$ cat config.mk
export PLATFORM = sky130hd
export DESIGN_NAME = x_timer_ctrl
export DESIGN_NICKNAME = d
export VERILOG_FILES = /design/src/rtl/x_timer_ctrl.sv
export SDC_FILE = /design/constraint.sdc
export NUM_CORES = 1
export LEC_CHECK = 0
export ABC_AREA = 1
export ABC_CLOCK_PERIOD_IN_PS = 2200
export BUFFER_PORTS_ARGS = -buffer_cell sky130_fd_sc_hd__buf_2
export CAP_MARGIN = 20
export CORE_MARGIN = 10
export CORE_UTILIZATION = 56
export DETAILED_ROUTE_END_ITERATION = 16
export HOLD_SLACK_MARGIN = 0.1
export PLACE_DENSITY = 0.76
export SKIP_LAST_GASP = 1
export SLEW_MARGIN = 20
export SYNTH_ARGS = -nofsm -noshare
export SYNTH_HDL_FRONTEND = slang
export SYNTH_SLANG_ARGS = --single-unit
$ cat constraint.sdc
create_clock -name i_clk -period 2.2 [get_ports i_clk]
set_clock_uncertainty 0.1 [all_clocks]
set_input_delay 0.33 -clock i_clk [delete_from_list [all_inputs] [get_ports i_clk]]
set_output_delay 0.33 -clock i_clk [all_outputs]
set_load 0.005 [all_outputs]
$ cat src/rtl/x_timer_ctrl.sv
// x_timer_ctrl
//   Start/stop sequencing around a 16-bit up-counter with an 8-bit prescaler.
//   It supports one-shot and periodic modes. A terminal count produces a
//   one-cycle tick. A one-shot run then parks in DONE with the count held.
//
// Ports
//   i_clk       clock, all state on rising edge
//   i_rst       synchronous reset, active-high
//   i_start     pulse: latch period/prescale/mode, clear count, enter RUN
//   i_stop      pulse: abort to IDLE (wins over i_start)
//   i_periodic  mode, sampled with i_start (1 = periodic, 0 = one-shot)
//   i_period    terminal count N, sampled with i_start
//   i_prescale  prescale P, sampled with i_start (step every P+1 cycles)
//   o_count     current count
//   o_busy      high while in RUN
//   o_tick      one-cycle pulse after each terminal step
//   o_done      high while in DONE
module x_timer_ctrl (
  input  logic        i_clk,
  input  logic        i_rst,
  input  logic        i_start,
  input  logic        i_stop,
  input  logic        i_periodic,
  input  logic [15:0] i_period,
  input  logic [7:0]  i_prescale,
  output logic [15:0] o_count,
  output logic        o_busy,
  output logic        o_tick,
  output logic        o_done
);

  typedef enum logic [1:0] {
    ST_IDLE = 2'd0,
    ST_RUN  = 2'd1,
    ST_DONE = 2'd2
  } state_t;

  state_t      state;
  logic [15:0] count;
  logic [7:0]  pre;
  logic [15:0] n_lat;
  logic [7:0]  p_lat;
  logic        per_lat;
  logic        tick_q;
  logic        busy_q;
  logic        done_q;

  always_ff @(posedge i_clk) begin
    if (i_rst) begin
      state   <= ST_IDLE;
      count   <= '0;
      pre     <= '0;
      n_lat   <= '0;
      p_lat   <= '0;
      per_lat <= 1'b0;
      tick_q  <= 1'b0;
      busy_q  <= 1'b0;
      done_q  <= 1'b0;
    end else begin
      // The tick is a pulse: only a terminal step below raises it.
      tick_q <= 1'b0;
      if (i_stop) begin
        state  <= ST_IDLE;
        count  <= '0;
        pre    <= '0;
        busy_q <= 1'b0;
        done_q <= 1'b0;
      end else if (i_start) begin
        // A start in RUN is a restart. Any progress is discarded.
        n_lat   <= i_period;
        p_lat   <= i_prescale;
        per_lat <= i_periodic;
        count   <= '0;
        pre     <= '0;
        state   <= ST_RUN;
        busy_q  <= 1'b1;
        done_q  <= 1'b0;
      end else if (state == ST_RUN) begin
        if (pre == p_lat) begin
          pre <= '0;
          if (count == n_lat) begin
            tick_q <= 1'b1;
            if (per_lat) begin
              count <= '0;
            end else begin
              // One-shot: the count holds N while the timer sits in DONE.
              state  <= ST_DONE;
              busy_q <= 1'b0;
              done_q <= 1'b1;
            end
          end else begin
            count <= count + 16'd1;
          end
        end else begin
          pre <= pre + 8'd1;
        end
      end
    end
  end

  assign o_count = count;
  assign o_busy  = busy_q;
  assign o_tick  = tick_q;
  assign o_done  = done_q;

endmodule

; ---- Word level (Yosys, flattened, before mapping)
; Cells that the tools add are included.
; Widths: inputs -> output; s select.
[word_totals]
regBits = 53
elab_cells = 44
in_bits = 29
out_inout_bits = 19
[op_classes]
addsub = 2
reduce_logical = 10
n_bitwise = 4
eq_ne = 5
mux = 14
[op_table]
columns = op, count
row1 = $mux 16, 2
row2 = $add 16x1->16 const B, 1
row3 = $eq 16x16->1, 1
row4 = $mux 1, 11
row5 = $add 8x1->8 const B, 1
row6 = $eq 8x8->1, 1
row7 = $mux 8, 1
row8 = $reduce_and 4->1, 2
row9 = $reduce_bool 2->1, 3
row10 = $reduce_or 5->1, 1
row11 = $ne 2x2->1 const B, 2
row12 = $not 1->1, 4
row13 = $reduce_and 3->1, 1
row14 = $reduce_or 3->1, 1
row15 = $eq 2x1->1 const B, 1
row16 = $reduce_and 2->1, 1
row17 = $reduce_or 2->1, 1

; ---- Logic depth before layout (Yosys ltp)
[depth]
depth_word = 5
depth_mapped = 12
depth_no_buf = 11

; ---- Worst setup path after synthesis
; Ideal clock, no wire load.
[synth_timing]
kind = reg2reg
from = register count[1] (netlist: o_count[1])
to = register count[10] (netlist: o_count[10])
path_stages_with_launch = 11
n_path_buf = 0
arrival_ps = 1434
path_slack_ps = 556
synth_period_minus_slack_ps = 1644
path_cell_list = dfxtp_1 ha_1 nand2_1 nor2_1 nand2_1 nor3_2 nand2_1 o21ai_1 nand3_1 nand2_1 nor2_1
[synth_via]
elab_chain_len = 3
word_cells_on_any_way = 5
[synth_lines]
columns = item, line_no
row1 = start: declaration, 39  ; logic [15:0] count;
row2 = start signal: assignment, 92  ; count <= count + 16'd1;
row3 = "parallel branches: the longest is 3 deep, another holds $add 16x1->16", --
; Parallel ways; which one is timed is not known.
; A chain may end at the register's enable or synchronous reset.

; ---- Worst setup path after layout
; Same ends and word-level chain as after synthesis.

==> impl_metrics.env <==
export IMPL_status="finished, final reports clean"
export IMPL_vdd_drop_max_mv=0.457
export IMPL_finalSetupViolCount=0
export IMPL_clk_pin_slew_worst_paths_ns=0.10
export IMPL_ant_nets=0
export IMPL_path_class="flip-flop to flip-flop"
export IMPL_cp_max_fo=6
export IMPL_async_flop_share_pct=0
export IMPL_root_buffer="clkbuf_8"
export IMPL_gp_congestion=0.883
export IMPL_rows=26
export IMPL_io_pins=48
export IMPL_clk_path_buf_depth=2
export IMPL_hpwl_um=5320
export IMPL_post_route_min_period_ns=1.94
export IMPL_drive_gt1_share_pct=15.0
export IMPL_grt_pass1_wl_um=12100
export IMPL_maxCapViolCount=0
export IMPL_wl_per_cell_um=12.2
export IMPL_report_final_slew_viol_count=0
export IMPL_drc=0
export IMPL_p_per_area_nw_per_um2=579
export IMPL_syn_inst=455
export IMPL_required_ns=2.31
export IMPL_cts_buffers=5
export IMPL_cts_tree="built"
export IMPL_synth_edf_count=0
export IMPL_period_share_pct=88.0
export IMPL_synth_area_sq_um=2880
export IMPL_clock_sinks=52
export IMPL_end_kind="flip-flop"
export IMPL_total_power_mw=1.90
export IMPL_clock_latency_ns=0.31
export IMPL_leakagePower_nw=1.50
export IMPL_tightest_slew_ns=0.692
export IMPL_h_tree_depth=2
export IMPL_final_nets=531
export IMPL_final_common_cell="nand2_1"
export IMPL_dieArea_sq_um=8420
export IMPL_final_cell_mix="nand2_1 (132), inv_1 (64), nor2_1 (56)"
export IMPL_synth_ff_type="dfxtp_1"
export IMPL_finalHoldViolations=0
export IMPL_initial_core_util_pct=57.2
export IMPL_tns_ns=0
export IMPL_syn_avg_cell_area_sq_um=6.34
export IMPL_slew_headroom_pct=53.8
export IMPL_vias=2901
export IMPL_cp_arrival_ns=2.05
export IMPL_viasPerCell=5.08
export IMPL_grt_max_degree=32
export IMPL_yosysWarningCount=0
export IMPL_grt_pass1_vias=2698
export IMPL_core_area_sq_um=5040
export IMPL_area_growth_pct=13.8
export IMPL_chipHeight_um=91.8
export IMPL_startpoint_type="flip-flop"
export IMPL_track_usage_pct=16.7
export IMPL_synth_cell_types=31
export IMPL_firstDrtPassIters=5
export IMPL_wirelength_um=6990
export IMPL_port_buffers=47
export IMPL_fmax_mhz=517
export IMPL_rsz0062_at_grt="no"
export IMPL_dieWidth_um=91.8
export IMPL_seq_area_frac_synth_pct=36.1
export IMPL_hp_class="input pin to flip-flop"
export IMPL_cts_setup_buffers=0
export IMPL_ys_ff_latch=52
export IMPL_n_antenna_cell=0
export IMPL_antenna_found_initial=0
export IMPL_ctsResizeCount=0
export IMPL_syn_nets=486
export IMPL_overflow=0
export IMPL_drt_iter0_markers=161
export IMPL_postCtsHoldBufs=0
-- cells by family after synthesis --
kind of cell | count (synthesis) | synth area share, %
simple gates | 251 | 38.2
buf+inv | 80 | 11.5
fa+ha+maj | 2 | 0.868
xor+xnor | 7 | 2.13
compound gates | 63 | 11.2
flops | 52 | 36.1
-- path summary, 6_finish.rpt --
kind / from / endpoint / slack (ns) / cells after the start
setup / recovery: o_count[1] / o_count[10] / 0.26 / 10
hold / removal: i_prescale[1] / p_lat[1] / 0.13 / 3
setup reg to reg: o_count[1] / o_count[10] / 0.26 / 10
hold reg to reg: n_lat[13] / n_lat[13] / 0.37 / 2
-- through the flow --
stage / setup slack (ns) / instances / hold slack, ns / utilization, % / instance area [sq um]
after floorplan: 0.556 / 455 / 0.343 / - / 2880
after global placement: 0.334 / 563 / 0.355 / 62.8 / 3170
after detailed placement: 0.318 / 563 / 0.360 / 62.8 / 3170
after CTS: 0.280 / 571 / 0.137 / 65.0 / 3280
after global routing: 0.0167 / 571 / 0.132 / 65.0 / 3280
final: 0.264 / 571 / 0.132 / 65.0 / 3280
-- where the power goes --
group,switching [mW],leakage [nW],total (mW),internal [mW]
Clock,0.328,0.0558,0.672,0.344
Combinational,0.147,1.02,0.234,0.0872
Sequential,0.0192,0.424,0.993,0.973
-- cell usage after synthesis, types with 2 or more instances --
| master | count | area (sq um) |
|---|---|---|
| nand2_1 | 132 | 495 |
| inv_1 | 64 | 240 |
| nor2_1 | 56 | 210 |
| dfxtp_1 | 52 | 1040 |
| nand3_1 | 31 | 155 |
| o21ai_0 | 31 | 155 |
| a21oi_1 | 29 | 145 |
| nor3_1 | 8 | 40.0 |
| clkbuf_1 | 7 | 26.3 |
| nand4_1 | 7 | 43.8 |
| nand3_2 | 4 | 40.0 |
| xor2_1 | 4 | 35.0 |
| buf_6 | 3 | 33.8 |
| inv_2 | 3 | 11.3 |
| nand2_2 | 3 | 18.8 |
| xnor2_1 | 3 | 26.3 |
| buf_4 | 2 | 15.0 |
| ha_1 | 2 | 25.0 |
| nor2_4 | 2 | 22.5 |
-- area by class of cell --
cell class | instances | area, sq um
clock buffer | 6 | 72.6
clock inverter | 2 | 38.8
fill | 496 | 1760
inverter | 67 | 251
multi-input combinational | 323 | 1510
sequential | 52 | 1040
tap | 70 | 87.6
timing repair buffer | 51 | 278
-- registers in the layout (all words and copies together), names as in the netlist --
name     flops
o_tick       1
state        1
per_lat      1
n_lat       16
p_lat        8
pre          8
o_busy       1
o_count     16
-- per-layer routing --
metal | GRT usage, % | wire [um] | share of wire, % | up-vias
met5 | 0 | 0 | 0 | -
met4 | 5.78 | 173 | 2.5 | 0
met3 | 5.22 | 393 | 5.6 | 17
met2 | 29.0 | 3470 | 50 | 78
met1 | 19.1 | 2960 | 42 | 1291
li1 | - | - | - | 1515
-- critical path, stage by stage, from the launching register on --
cell,delay (ns)
dfxtp_1,0.44
ha_1,0.23
nand2_1,0.09
nor2_1,0.23
nand2_1,0.18
nor3_2,0.16
nand2_1,0.09
o21ai_1,0.12
nand3_1,0.08
nand2_1,0.07
nor2_1,0.04
No activity file was read; power rests on OpenSTA's default activity.
